==> src/rtl/mem_access_stage.sv <==
// Memory-access stage of the Minisys-1A pipeline.
// Holds the EX/MEM and MEM/WB registers and runs the single-port data-memory
// handshake for loads and stores. It covers wait states, a bus timeout and
// alignment exceptions.
module mem_access_stage #(
  parameter int TIMEOUT = 255
) (
  input  logic        clock,
  input  logic        reset_n,
  input  logic        ex_valid,
  input  logic [5:0]  ex_op,
  input  logic [31:0] ex_alu_result,
  input  logic [31:0] ex_store_data,
  input  logic [4:0]  ex_waddr,
  input  logic        ex_regwrite,
  input  logic        flush,
  output logic        stall,
  output logic        mem_req,
  output logic        mem_we,
  output logic [31:0] mem_addr,
  output logic [3:0]  mem_be,
  output logic [31:0] mem_wdata,
  input  logic        mem_ready,
  input  logic [31:0] mem_rdata,
  output logic [31:0] ex_mem_alu_result,
  output logic        wb_valid,
  output logic        wb_regwrite,
  output logic [4:0]  wb_waddr,
  output logic [31:0] wb_data,
  output logic        exc_adel,
  output logic        exc_ades,
  output logic        exc_buserr,
  output logic [31:0] exc_badvaddr
);

  typedef enum logic [1:0] {IDLE, ACCESS, DRAIN} state_t;

  localparam logic [5:0] OP_LB  = 6'b100000;
  localparam logic [5:0] OP_LH  = 6'b100001;
  localparam logic [5:0] OP_LW  = 6'b100011;
  localparam logic [5:0] OP_LBU = 6'b100100;
  localparam logic [5:0] OP_LHU = 6'b100101;
  localparam logic [5:0] OP_SB  = 6'b101000;
  localparam logic [5:0] OP_SH  = 6'b101001;
  localparam logic [5:0] OP_SW  = 6'b101011;

  localparam logic [7:0] TIMEOUT_CNT = 8'(TIMEOUT);

  state_t      state;
  state_t      state_next;
  logic [7:0]  wait_cnt;
  logic [7:0]  wait_cnt_next;

  logic        em_valid;
  logic [5:0]  em_op;
  logic [31:0] em_addr;
  logic [31:0] em_data;
  logic [4:0]  em_waddr;
  logic        em_regwrite;

  logic        is_load;
  logic        is_store;
  logic        is_mem;
  logic        size_byte;
  logic        size_half;
  logic        size_word;
  logic        load_signed;
  logic        misaligned;

  logic        start;
  logic        timed_out;
  logic        complete;
  logic [3:0]  lane_be;
  logic [31:0] store_wdata;
  logic [7:0]  load_byte;
  logic [15:0] load_half;
  logic [31:0] load_data;

  logic        retire_mem;
  logic        retire_plain;
  logic        addr_fault;
  logic        bus_fault;

  // EX/MEM register: reloads whenever the stage is not stalled; a flush drops the incoming slot.
  always_ff @(posedge clock or negedge reset_n) begin
    if (!reset_n) begin
      em_valid    <= 1'b0;
      em_op       <= 6'd0;
      em_addr     <= 32'd0;
      em_data     <= 32'd0;
      em_waddr    <= 5'd0;
      em_regwrite <= 1'b0;
    end else if (!stall) begin
      em_valid    <= ex_valid & ~flush;
      em_op       <= ex_op;
      em_addr     <= ex_alu_result;
      em_data     <= ex_store_data;
      em_waddr    <= ex_waddr;
      em_regwrite <= ex_regwrite;
    end
  end

  // Opcode decode of the held instruction into kind, access size and alignment fault.
  always_comb begin
    is_load     = 1'b0;
    is_store    = 1'b0;
    size_byte   = 1'b0;
    size_half   = 1'b0;
    size_word   = 1'b0;
    load_signed = 1'b0;
    case (em_op)
      OP_LB:  begin is_load  = 1'b1; size_byte = 1'b1; load_signed = 1'b1; end
      OP_LH:  begin is_load  = 1'b1; size_half = 1'b1; load_signed = 1'b1; end
      OP_LW:  begin is_load  = 1'b1; size_word = 1'b1; end
      OP_LBU: begin is_load  = 1'b1; size_byte = 1'b1; end
      OP_LHU: begin is_load  = 1'b1; size_half = 1'b1; end
      OP_SB:  begin is_store = 1'b1; size_byte = 1'b1; end
      OP_SH:  begin is_store = 1'b1; size_half = 1'b1; end
      OP_SW:  begin is_store = 1'b1; size_word = 1'b1; end
      default: ;
    endcase
    is_mem     = is_load | is_store;
    misaligned = (size_half & em_addr[0]) | (size_word & (em_addr[1:0] != 2'b00));
  end

  // Handshake qualifiers. A flush while idle drops the held op before it issues,
  // so a squashed store never reaches memory unless it was already in flight.
  always_comb begin
    start     = (state == IDLE) && em_valid && is_mem && !misaligned && !flush;
    timed_out = (state != IDLE) && (wait_cnt == TIMEOUT_CNT);
  end

  // FSM state and wait-counter register.
  always_ff @(posedge clock or negedge reset_n) begin
    if (!reset_n) begin
      state    <= IDLE;
      wait_cnt <= 8'd0;
    end else begin
      state    <= state_next;
      wait_cnt <= wait_cnt_next;
    end
  end

  // FSM next state; the counter restarts on every entry to ACCESS and counts not-ready cycles.
  always_comb begin
    state_next    = state;
    wait_cnt_next = wait_cnt;
    case (state)
      IDLE: begin
        if (start && !mem_ready) begin
          state_next    = ACCESS;
          wait_cnt_next = 8'd1;
        end else begin
          wait_cnt_next = 8'd0;
        end
      end
      ACCESS: begin
        if (timed_out || mem_ready) begin
          state_next    = IDLE;
          wait_cnt_next = 8'd0;
        end else begin
          state_next    = flush ? DRAIN : ACCESS;
          wait_cnt_next = wait_cnt + 8'd1;
        end
      end
      DRAIN: begin
        if (timed_out || mem_ready) begin
          state_next    = IDLE;
          wait_cnt_next = 8'd0;
        end else begin
          wait_cnt_next = wait_cnt + 8'd1;
        end
      end
      default: begin
        state_next    = IDLE;
        wait_cnt_next = 8'd0;
      end
    endcase
  end

  // FSM outputs: the request is combinational from IDLE so zero-wait memory costs no stall.
  always_comb begin
    mem_req   = start || ((state != IDLE) && !timed_out);
    stall     = mem_req && !mem_ready;
    complete  = mem_req && mem_ready;
    mem_we    = mem_req && is_store;
    mem_be    = mem_req ? lane_be : 4'b0000;
    mem_addr  = {em_addr[31:2], 2'b00};
    mem_wdata = store_wdata;
  end

  // Little-endian byte-lane enables and lane-replicated store data.
  always_comb begin
    lane_be     = 4'b1111;
    store_wdata = em_data;
    if (is_store && size_byte) begin
      lane_be     = 4'b0001 << em_addr[1:0];
      store_wdata = {4{em_data[7:0]}};
    end else if (is_store && size_half) begin
      lane_be     = em_addr[1] ? 4'b1100 : 4'b0011;
      store_wdata = {2{em_data[15:0]}};
    end
  end

  // Load extraction: select the addressed byte or halfword and extend it.
  always_comb begin
    load_byte = mem_rdata[{em_addr[1:0], 3'b000} +: 8];
    load_half = em_addr[1] ? mem_rdata[31:16] : mem_rdata[15:0];
    load_data = mem_rdata;
    if (size_byte) begin
      load_data = load_signed ? {{24{load_byte[7]}}, load_byte} : {24'd0, load_byte};
    end else if (size_half) begin
      load_data = load_signed ? {{16{load_half[15]}}, load_half} : {16'd0, load_half};
    end
  end

  // Retirement qualifiers: DRAIN completions and anything flushed leave no trace in MEM/WB.
  always_comb begin
    retire_mem   = complete && (state != DRAIN) && !flush;
    retire_plain = (state == IDLE) && em_valid && !is_mem && !flush;
    addr_fault   = (state == IDLE) && em_valid && is_mem && misaligned && !flush;
    bus_fault    = (state == ACCESS) && timed_out && !flush;
  end

  // MEM/WB register with one-cycle exception flags; data fields hold when nothing retires.
  always_ff @(posedge clock or negedge reset_n) begin
    if (!reset_n) begin
      wb_valid     <= 1'b0;
      wb_regwrite  <= 1'b0;
      wb_waddr     <= 5'd0;
      wb_data      <= 32'd0;
      exc_adel     <= 1'b0;
      exc_ades     <= 1'b0;
      exc_buserr   <= 1'b0;
      exc_badvaddr <= 32'd0;
    end else begin
      wb_valid    <= retire_mem | retire_plain | addr_fault;
      wb_regwrite <= (retire_mem & is_load & em_regwrite) | (retire_plain & em_regwrite);
      exc_adel    <= addr_fault & is_load;
      exc_ades    <= addr_fault & is_store;
      exc_buserr  <= bus_fault;
      if (retire_mem || retire_plain || addr_fault) begin
        wb_waddr <= em_waddr;
      end
      if (retire_mem || retire_plain) begin
        wb_data <= (retire_mem && is_load) ? load_data : em_addr;
      end
      if (addr_fault || bus_fault) begin
        exc_badvaddr <= em_addr;
      end
    end
  end

  assign ex_mem_alu_result = em_addr;

endmodule

==> config.mk <==
export PLATFORM = sky130hd
export DESIGN_NAME = mem_access_stage
export DESIGN_NICKNAME = d
export VERILOG_FILES = /design/src/rtl/mem_access_stage.sv
export SDC_FILE = /design/constraint.sdc
export NUM_CORES = 1
export LEC_CHECK = 0
export CELL_PAD_IN_SITES_DETAIL_PLACEMENT = 1
export CELL_PAD_IN_SITES_GLOBAL_PLACEMENT = 1
export CORE_ASPECT_RATIO = 1.25
export CORE_UTILIZATION = 38
export DETAILED_ROUTE_END_ITERATION = 6
export PLACE_DENSITY = 0.86
export RECOVER_POWER = 50
export SYNTH_ARGS = -nofsm -noshare
export SYNTH_HDL_FRONTEND = slang
export SYNTH_SLANG_ARGS = --single-unit
==> constraint.sdc <==
create_clock -name clock -period 4.55 [get_ports clock]
set_input_delay 0.91 -clock clock [delete_from_list [all_inputs] [get_ports clock]]
set_output_delay 0.91 -clock clock [all_outputs]
set_load 0.01 [all_outputs]
==> run_results.csv <==
group,metric,value,unit
synthesis,ys_types,61,
layout,syn_to_final_growth,41.89,%
detailed_routing,drt.antenna.violating_nets,0,
floorplan,num_rows,59,
critical_path,end_kind,"output pin",
synthesis,yosys_register_bits,161,
place,gp_congestion,0.8273,
detailed_routing,drc,0,
synthesis,synth-seq-area-share,0.4889,
detailed_routing,vias,6685,
global_routing,antenna_found_initial,3,
place,dp_hpwl,19460,um
layout,final_common_cell,"clkdlybuf4s50_1",
clock_network,clk_pin_slew,60,ps
global_routing,grt_max_degree,103,
synthesis,async_flop_share,1.000,
synthesis,syn_inst,683,
critical_path,crit_path_max_fanout,9,
timing,setup-violations-final,0,
floorplan,core,0.02104,mm2
clock_network,htreeDepth,4,
detailed_routing,via_per_inst,5.562,
outcome,status,"complete, but fails checks",
clock_network,cts_setup_buffers,0,
timing,maxSlewViolCount,103,
timing,tightest_slew,2575,ps
power_and_ir_drop,total_leakage_power,0.004863,uW
detailed_routing,wl_per_cell,22.59,um
clock_network,clock_sinks,161,
clock_network,cts_resized,0,
detailed_routing,first_pass_iters,4,
synthesis,synth_top_area_cell,"dfrtp_1",
synthesis,synth_edf_count,0,
timing,setup_tns,0,ps
floorplan,ios,290,
timing,finalHoldViolations,0,
clock_network,clock_latency,430,ps
floorplan,fp.dieH,166.6,um
layout,layout_common_cells,"clkdlybuf4s50_1 (207), dfrtp_1 (161), mux2_2 (109)",
detailed_routing,drt_wl_total,27150,um
detailed_routing,dr.first_iter.drc_count,427,
synthesis,dominantRegCellSynth,"dfrtp_1",
critical_path,arrival,3170,ps
synthesis,avgSynthCellArea,12.07,um2
global_routing,grt_pass1_wl,42840,um
timing,period_share,0.8972,
layout,drive_gt1_frac,0.1892,
outcome,violations,"max-capacitance violations, max-slew violations",
timing,min_period,4082,ps
clock_network,clockBufferDepth,2,
global_routing,first_global_vias,7232,
timing,rsz0062_at_grt,"no",
synthesis,ys_warn_count,0,
power_and_ir_drop,power_density,555.6,mW/mm2
clock_network,cts_buffers,17,
critical_path,startpoint_type,"input port",
floorplan,dieArea,0.02228,mm2
clock_network,cts_root_buf,"clkbuf_16",
global_routing,grt_usage,0.2519,
synthesis,synth_top_area_share,0.4889,
place,preCtsSetupSlack,551.4,ps
floorplan,die_width,133.7,um
synthesis,synth_area_leaders,"dfrtp_1 (49%), mux2_2 (15%), mux2_1 (4.0%)",
clock_network,tritoncts,"built",
place,io_buffer_count,287,
timing,relSlewSlack,-0.7164,
global_routing,grt_overflow,0,
job,maxCapViolations,1,
power_and_ir_drop,ir_drop,0.2429,mV
layout,fin_nets,1030,
critical_path,crit_type,"in -> out",
power_and_ir_drop,finalPower,6497,uW
timing,skew,9.933,ps
worst_hold_path,worstHoldPathType,"reg -> reg",
timing,timing.fmax,245.0,MHz
floorplan,start_util,0.3917,
synthesis,synth.cell_area,0.008240,mm2
timing,layout_setup_ws,467.7,ps
critical_path,critPathRequiredTime,3640,ps
clock_network,cts_hold_buf,0,
## cell usage after synthesis, types with 3 or more instances
| library cell | count |
|---|---|
| o2bb2ai_1 | 24 |
| nor3_1 | 17 |
| mux4_2 | 8 |
| buf_2 | 25 |
| and4_1 | 7 |
| mux2_1 | 29 |
| mux2i_1 | 9 |
| clkbuf_1 | 23 |
| buf_4 | 42 |
| nand3b_1 | 3 |
| inv_1 | 8 |
| mux2_2 | 109 |
| dfrtp_1 | 161 |
| nor2_1 | 28 |
| o221a_1 | 8 |
| a2111o_1 | 3 |
| xor2_1 | 4 |
| a21oi_1 | 20 |
| a31oi_1 | 7 |
| o32ai_1 | 25 |
| a211oi_1 | 8 |
| ha_1 | 5 |
| nand2_1 | 20 |
| nor2b_1 | 4 |
| nand4_1 | 10 |
| o21ai_0 | 27 |
| nand3_1 | 7 |
## where the power goes
group / switching [uW] / internal (uW) / leakage, uW
registers: 358 / 1830 / 0.00200
clock network: 608 / 954 / 0.000308
logic: 1300 / 1440 / 0.00256
total: 2270 / 4230 / 0.00486
## critical path: stages
cell,delay [ps]
clkdlybuf4s50_1,500
nand3b_1,290
a211oi_1,480
a21boi_4,200
nor2_4,200
clkdlybuf4s50_1,580
## layout make-up
cell class / instances / area [um2]
Antenna cell: 3 / 7.507
Clock buffer: 21 / 460.4
Clock inverter: 11 / 180.2
Fill cell: 2173 / 9346
Inverter: 9 / 33.78
Multi-Input combinational cell: 421 / 3652
Sequential cell: 161 / 4029
Tap cell: 274 / 342.8
Timing Repair Buffer: 302 / 2987
## logic make-up after synthesis
logic type / Yosys count / share of synthesized area
DFF: 161 / 0.4889
muxes: 155 / 0.2214
AOI/OAI and AO/OA: 138 / 0.1272
other: 1 / 0.0004551
adders and majority gates: 5 / 0.007592
and+or+nand+nor: 115 / 0.07683
buffers and inverters: 102 / 0.07121
xor gates and xnor gates: 6 / 0.006377
## path summary, 6_finish.rpt
check | start | to | slack, ps | cells past startpoint
hold reg to reg | wb_data[26]$_DFFE_PN0P_ | wb_data[26]$_DFFE_PN0P_ | 490 | 1
setup reg to reg | state[0]$_DFFE_PN0P_ | wb_data[9]$_DFFE_PN0P_ | 1530 | 7
hold / removal | wb_data[26]$_DFFE_PN0P_ | wb_data[26]$_DFFE_PN0P_ | 490 | 1
setup / recovery | flush | stall | 470 | 6
max in group asynchronous | reset_n | wb_data[10]$_DFFE_PN0P_ | 950 | 2
min in group asynchronous | reset_n | em_data[7]$_DFFE_PN0N_ | 1280 | 1
## state kept, by name, summed over array words and instances, names as in the netlist
name               count
em_regwrite            1
exc_adel               1
state                  2
ex_mem_alu_result     32
exc_badvaddr          32
wb_waddr               5
exc_ades               1
em_data               32
em_valid               1
em_waddr               5
exc_buserr             1
wait_cnt               8
wb_valid               1
wb_regwrite            1
em_op                  6
wb_data               32
## metal layers
metal,share of wire,wire length [um],GRT usage,up-vias
met2,0.51,13750,0.4240,285
met3,0.081,2195,0.07489,52
met4,0.037,994,0.1181,0
li1,-,-,-,2979
met5,0,0,0,-
met1,0.38,10210,0.2917,3369
## stage by stage
| step | hold slack, ps | std cells | instance area, um2 | util |
|---|---|---|---|---|
| 3_5_place_dp | 476.6 | 1167 | 11070 | 0.5264 |
| 3_3_place_gp | 460.0 | 1167 | 11070 | 0.5264 |
| 5_1_grt | 501.3 | 1200 | 11690 | 0.5555 |
| 4_1_cts | 495.9 | 1199 | 11720 | 0.5568 |
| 2_1_floorplan | 447.4 | 684 | 8244 | - |
| 6_report | 486.9 | 1202 | 11690 | 0.5558 |
(Power assumes the default switching activity.)
==> RTL edit 1, RTL diff (config.mk and constraints unchanged) <==
Reset style: synchronous (`reset_n`), changed in 3 clocked blocks.
--- a/src/rtl/mem_access_stage.sv
+++ b/src/rtl/mem_access_stage.sv
@@ -82,7 +82,7 @@
   logic        bus_fault;
 
   // EX/MEM register: reloads whenever the stage is not stalled; a flush drops the incoming slot.
-  always_ff @(posedge clock or negedge reset_n) begin
+  always_ff @(posedge clock) begin
     if (!reset_n) begin
       em_valid    <= 1'b0;
       em_op       <= 6'd0;
@@ -131,7 +131,7 @@
   end
 
   // FSM state and wait-counter register.
-  always_ff @(posedge clock or negedge reset_n) begin
+  always_ff @(posedge clock) begin
     if (!reset_n) begin
       state    <= IDLE;
       wait_cnt <= 8'd0;
@@ -223,7 +223,7 @@
   end
 
   // MEM/WB register with one-cycle exception flags; data fields hold when nothing retires.
-  always_ff @(posedge clock or negedge reset_n) begin
+  always_ff @(posedge clock) begin
     if (!reset_n) begin
       wb_valid     <= 1'b0;
       wb_regwrite  <= 1'b0;
Formal check against the unedited RTL: differs if reset_n is asserted again (counterexample within 4 cycles, from zero or initial values and one cycle with reset_n low); with reset_n held inactive, the same outputs for 4 cycles.
==> RTL edit 1 against the unedited design <==
Clock skew fell by 0.71 ps. Sequential cell count did not move. Design area fell by 7.5%. Worst setup slack got worse by 71 ps. Critical endpoint is now mem_be[0]. First-iteration DRC count fell by 22%. Synthesized area fell by 9.6%. Wire length rose by 2.6%. Critical path type unchanged.
Power is not compared: it rests on default switching activity, and its combinational part moved more than twofold at a synthesized area within 25%.
==> RTL edit 1: results (changes against the unedited design) <==
| Metric | Value |
|---|---|
| Filler cell count | 2259 (+4.0%) |
| Number of DRC markers after the initial detailed-route iteration | 332 (-22%) |
| Slew at the pin closest to its max-slew limit | 1290 ps (-1290 ps) |
| Most numerous cell types in the synthesized netlist | 266 x nand2_1, 161 x dfxtp_1, 144 x a21oi_1 |
| Top area cells in the synthesized netlist | dfxtp_1 43%, nand2_1 13%, a21oi_1 9.7% |
| Synthesis Warnings | 0 (unchanged) |
| Vias in the first global route | 7807 (+8.0%) |
| Leakage | approximately 0.0044 uW |
| Proportion of layout cells with a drive suffix above 1 | 6.68% (-12 points) |
| Delay of the slowest critical-path stage | 620 ps (+40 ps) |
| Number of buffers inserted during clock tree synthesis | 17 (unchanged) |
| Maximum level of the CTS H-tree | 4 (unchanged) |
| 1st-pass router iterations | 5 (+1) |
| Post-synthesis async set-or-reset flop share | 0% (-100 points) |
| CTS clk-pin slew, worst paths | 60 ps (about the same) |
| Number of antenna violations at the first check in global routing | 3 (unchanged) |
| Min-delay worst type | reg2reg |
| Worst-path fanout max | 8 (-1) |
| # port buffers | 287 (unchanged) |
| PostCTS Resize Cnt | 0 (unchanged) |
| Wire length of the first global-routing pass | 42.7 mm (-0.34%) |
| Arrival time of the worst setup path | 3240 ps (+70 ps) |
| Buffer type at the clock tree root | clkbuf_16 |
| All-Layer GR Usage | 27.7% (+2.5 points) |
| Post-DR wirelength/cell | 19.5 um (-14%) |
| Clock latency at the later pin of the worst-skew pair | 430 ps (about the same) |
| Via/cell ratio | 5.26 (-5.4%) |
| Layout net count | 1275 (+24%) |
| Maximum number of pins on one net before global-route repair | 78 (-24%) |
| Internal Dissipation | between 2000 and 3000 uW |
| Number of different library cells in the post-synthesis netlist | 55 (-9.8%) |
| Final weighted congestion in routability-driven placement | 0.818 (-1.2%) |
| HPWL Detailed | 19.4 mm (about the same) |
| Buffers inserted during post-CTS setup optimization | 0 (unchanged) |
| Outcome | finished, final reports clean |
| Sequential share of the synthesized area | 43.3% (-5.6 points) |
| Final clock skew | 9.22 ps (-0.711 ps) |
| Cell with the biggest individual delay on the critical path | dlygate4sd3_1 |
==> RTL edit 1: changes by cell type in the layout (fill, tap and decap cells not counted), sizes merged, moves of 19 or more <==
| cell | change |
|---|---|
| o32ai | -25 |
| mux2 | -120 |
| mux2i | +19 |
| a21oi | +126 |
| clkdlybuf4s50 | -64 |
| dfrtp | -161 |
| nand2 | +245 |
| nor2 | +20 |
| dlygate4sd3 | +65 |
| dfxtp | +161 |
| o2bb2ai | -24 |
==> RTL edit 1: metal layers <==
layer	vias to the layer above	routed length [um]	GRT usage (%)
met5	-	0	0
met4	0	682	11.0
met3	43	1730	6.42
met2	259	14600	51.6
met1	3660	10800	30.3
li1	3569	-	-
==> RTL edit 1: cells by family after synthesis <==
family                     synth area share, %
AOI/OAI and AO/OA                         17.8
xor gates and xnor gates                 0.706
adders and majority gates                0.840
buffers and inverters                     8.45
DFF                                       43.3
muxes                                     8.90
other                                   0.0504
and+or+nand+nor                           20.0
==> RTL edit 1: power groups by stage <==
stage	sequential [uW]	combinational (uW)	clock, uW
final	1530	610	1530
after global routing	1540	659	1600
after CTS	1530	633	1550
after detailed placement	1570	624	0
after global placement	1560	612	0
after floorplan	1550	313	0
==> RTL edit 1: final timing paths <==
path,startpoint,endpoint,slack (ps),depth (start not counted)
setup / recovery,flush,mem_be[0],400,7
hold / removal,exc_badvaddr[16],exc_badvaddr[16],450,2
setup reg to reg,ex_mem_alu_result[1],wb_data[28],1400,6
hold reg to reg,exc_badvaddr[16],exc_badvaddr[16],450,2
==> RTL edit 1: cell type report <==
type	count	share of cell area [%]
Multi-Input combinational cell	664	33.5
Sequential cell	161	29.8
Timing Repair Buffer	302	27.5
Clock buffer	20	4.22
Tap cell	261	3.02
Clock inverter	9	1.46
Inverter	11	0.394
Antenna cell	3	0.0694
==> RTL edit 1: stage by stage <==
step / utilization (%) / std cells / setup WS [ps] / cell area (sq um) / power [uW]
6_report: 56.9 / 1431 / 396 / 10800 / 3670
5_1_grt: 56.9 / 1430 / 305 / 10800 / 3800
3_3_place_gp: 53.7 / 1399 / 709 / 10200 / 2170
3_5_place_dp: 53.7 / 1399 / 598 / 10200 / 2190
4_1_cts: 56.9 / 1428 / 531 / 10800 / 3720
2_1_floorplan: - / 944 / 1300 / 7450 / 1870
==> RTL edit 1: worst max-delay path, delay by kind of cell <==
kind	cells	cell delay, ps
buf+inv	3	1380
simple gates	1	310
compound gates	3	640
==> RTL edit 2, RTL diff (same flow settings) <==
Made on the original files. Set the parameter `TIMEOUT` to 128 (it was 255).
--- a/src/rtl/mem_access_stage.sv
+++ b/src/rtl/mem_access_stage.sv
@@ -3,7 +3,7 @@
 // handshake for loads and stores. It covers wait states, a bus timeout and
 // alignment exceptions.
 module mem_access_stage #(
-  parameter int TIMEOUT = 255
+  parameter int TIMEOUT = 128
 ) (
   input  logic        clock,
   input  logic        reset_n,
Behaviour: same outputs for any inputs over 4 cycles, from zero or initial values and one cycle with reset_n low; that may be too few to reach the edited logic, so the function may still have changed.
==> RTL edit 2 against the unedited design <==
The run still ends with capacitance limit, slew limit left. Sequential cell count is the same. Fmax shrank 4.0%. Hold slack is essentially flat. Critical path depth is the same. Design area shrank 0.25%. Register-to-register slack lost 320 ps. Power grew 8.7%. Synthesized area shrank 0.20%. Worst setup slack lost 170 ps. Synthesized cell count grew 1.6%. Wire length grew 6.9%. Count of clock-buffer cells in the layout shrank 4. Non-clock buffer count grew 1. Core utilization shrank 0.14 points. Critical path type unchanged. Largest power group unchanged.
==> RTL edit 2: results (changes against the unedited design) <==
| Metric | Value |
|---|---|
| Number of antenna violations at the first check in global routing | 0 (-3) |
| Failing checks | capacitance limit, slew limit |
| Number of DRC markers after the initial detailed-route iteration | 414 (-3.0%) |
| Final Worst Setup Slack | 298 ps (-170 ps) |
| Last element of the critical path | mem_be[0] |
| 1st-pass router iterations | 5 (+1) |
| Vias in the first global route | 7470 (+3.3%) |
| Parity-gate share of the synthesized area counting xor and xnor cells | 0.639% (+0.0013 points) |
| Post-DR wirelength/cell | 24.0 um (+6.2%) |
| Arrival time of the worst setup path | 3340 ps (+170 ps) |
| Reg-to-reg endpoint | ex_mem_alu_result[10] |
| Overall via count from detail_route | 6820 (+2.0%) |
| Multiplexer fraction of the synthesized cell area | 21.2% (-0.90 points) |
| Switching power as a share of total power | 38.2% (+3.3 points) |
| Outcome | finished, violations left |
| HPWL Detailed | 20.9 mm (+7.2%) |
| Arithmetic-cell share of the synthesized area counting full adders, half adders and majority gates | 0.913% (+0.15 points) |
| Worst vdd ir | 0.311 mV (+28%) |
| Buffer type at the clock tree root | clkbuf_16 |
| Filler cell count | 2154 (-0.87%) |
| Final antenna diode count | 0 (-3) |
| Total detailed-routing wirelength | 29.0 mm (+6.9%) |
| Post-Synthesis Cells | 694 (+1.6%) |
| Ratio of total power to cell area | 605 nW/um^2 (+9.0%) |
| Post-synthesis async set-or-reset flop share | 100% (unchanged) |
| Final Max Slew Viols | 90 (-13%) |
| Maximum capacitance violations | 1 (unchanged) |
| Relative slew margins | -55.2% (+16 points) |
| All-Layer GR Usage | 26.9% (+1.7 points) |
| Total instance count after detailed placement | 1178 (+0.94%) |
| CTS clk-pin slew, worst paths | approximately 70 ps |
| Cell Area, Placed | 11100 sq um (about the same) |
| Slack of the worst reg-to-reg path | 1210 ps (-320 ps) |
| Proportion of layout cells with a drive suffix above 1 | 21.3% (+2.3 points) |
| Compound-Gate Fraction of Synth Area | 15.4% (+2.7 points) |
| Startpoint of the most critical register-to-register path | em_op[3] |
| Wire length of the first global-routing pass | 45.0 mm (+5.1%) |
| Top area cells in the synthesized netlist | dfrtp_1 49%, mux2_2 17%, buf_4 3.8% |
| Layout net count | 1042 (+1.2%) |
| Sequential share of the synthesized area | 49.0% (+0.097 points) |
| R2R depth | 6 (-1) |
| Final weighted congestion in routability-driven placement | 0.815 (-1.5%) |
| Buffers inserted during post-CTS setup optimization | 0 (unchanged) |
| Final clock skew | 16.8 ps (+6.86 ps) |
| Number of different library cells in the post-synthesis netlist | 55 (-9.8%) |
| Leakage | 0.00484 uW (-0.53%) |
| Most numerous cell types in the synthesized netlist | 161 x dfrtp_1, 125 x mux2_2, 42 x buf_4 |
| Maximum number of pins on one net before global-route repair | 91 (-12%) |
| Pre-CTS setup slack | 445 ps (-106 ps) |
==> RTL edit 2: cell count changes in the layout (fill, tap and decap cells not counted), moves of 9 or more <==
cell and change:
a2111oi_0 +16, a211oi_1 -9, mux2_1 -24, mux2_2 +16, nand4_1 -9, o211ai_1 +23
o21ai_0 -14, o22ai_1 +10, o2bb2ai_1 -24, o31ai_1 +24, o32ai_1 -24
==> RTL edit 2: power groups by stage <==
stage	combinational [uW]	clock [uW]	sequential, uW
6_report	3270	1460	2330
3_3_place_gp	3290	0	2330
4_1_cts	3410	1500	2350
3_5_place_dp	3380	0	2370
5_1_grt	3490	1550	2400
2_1_floorplan	1650	0	2400
==> RTL edit 2: worst min-delay path by stage <==
stage | from | to | depth (start not counted)
global route | em_op[4] | em_op[4] | 1
CTS | em_op[4] | em_op[4] | 1
global placement | em_regwrite | wb_regwrite | 1
finish | em_op[4] | em_op[4] | 1
detailed placement | em_op[4] | em_op[4] | 1
floorplan | em_regwrite | wb_regwrite | 1
==> RTL edit 2: area by class of cell <==
type                            instances  area share, %
Timing Repair Buffer                  303           25.7
Multi-Input combinational cell        422           31.0
Sequential cell                       161           34.5
Clock inverter                         15           1.54
Clock buffer                           17           3.65
Inverter                               18          0.579
Tap cell                              274           2.94
==> RTL edit 2: stage by stage <==
stage	total power, uW	hold slack, ps
after floorplan	4050	447
after global placement	5620	465
after detailed placement	5750	474
after CTS	7260	492
after global routing	7440	504
final	7060	487
==> RTL edit 2: cell families (layout without fill, tap and decap cells) <==
family	count (synthesis)	count (layout)
flip-flops	161	161
buffers and inverters	112	353
other	1	2
multiplexers	147	147
AND/OR/NAND/NOR	90	90
adder cells (fa/ha/maj)	6	6
AO/OA/AOI/OAI	171	171
XOR/XNOR	6	6
==> RTL edit 2: metal layers <==
metal	track usage [%]	up-vias	wire, um
met1	31.2	3464	11100
met3	6.58	60	1840
met5	0	-	0
met2	46.8	288	15000
met4	11.9	0	1060
li1	-	3008	-
==> RTL edit 2: critical path, cell delays in order <==
cell	delay, ps
dlygate4sd3_1	650
nand3b_1	240
a211o_1	350
o31a_2	430
a21oi_1	190
clkdlybuf4s50_1	570
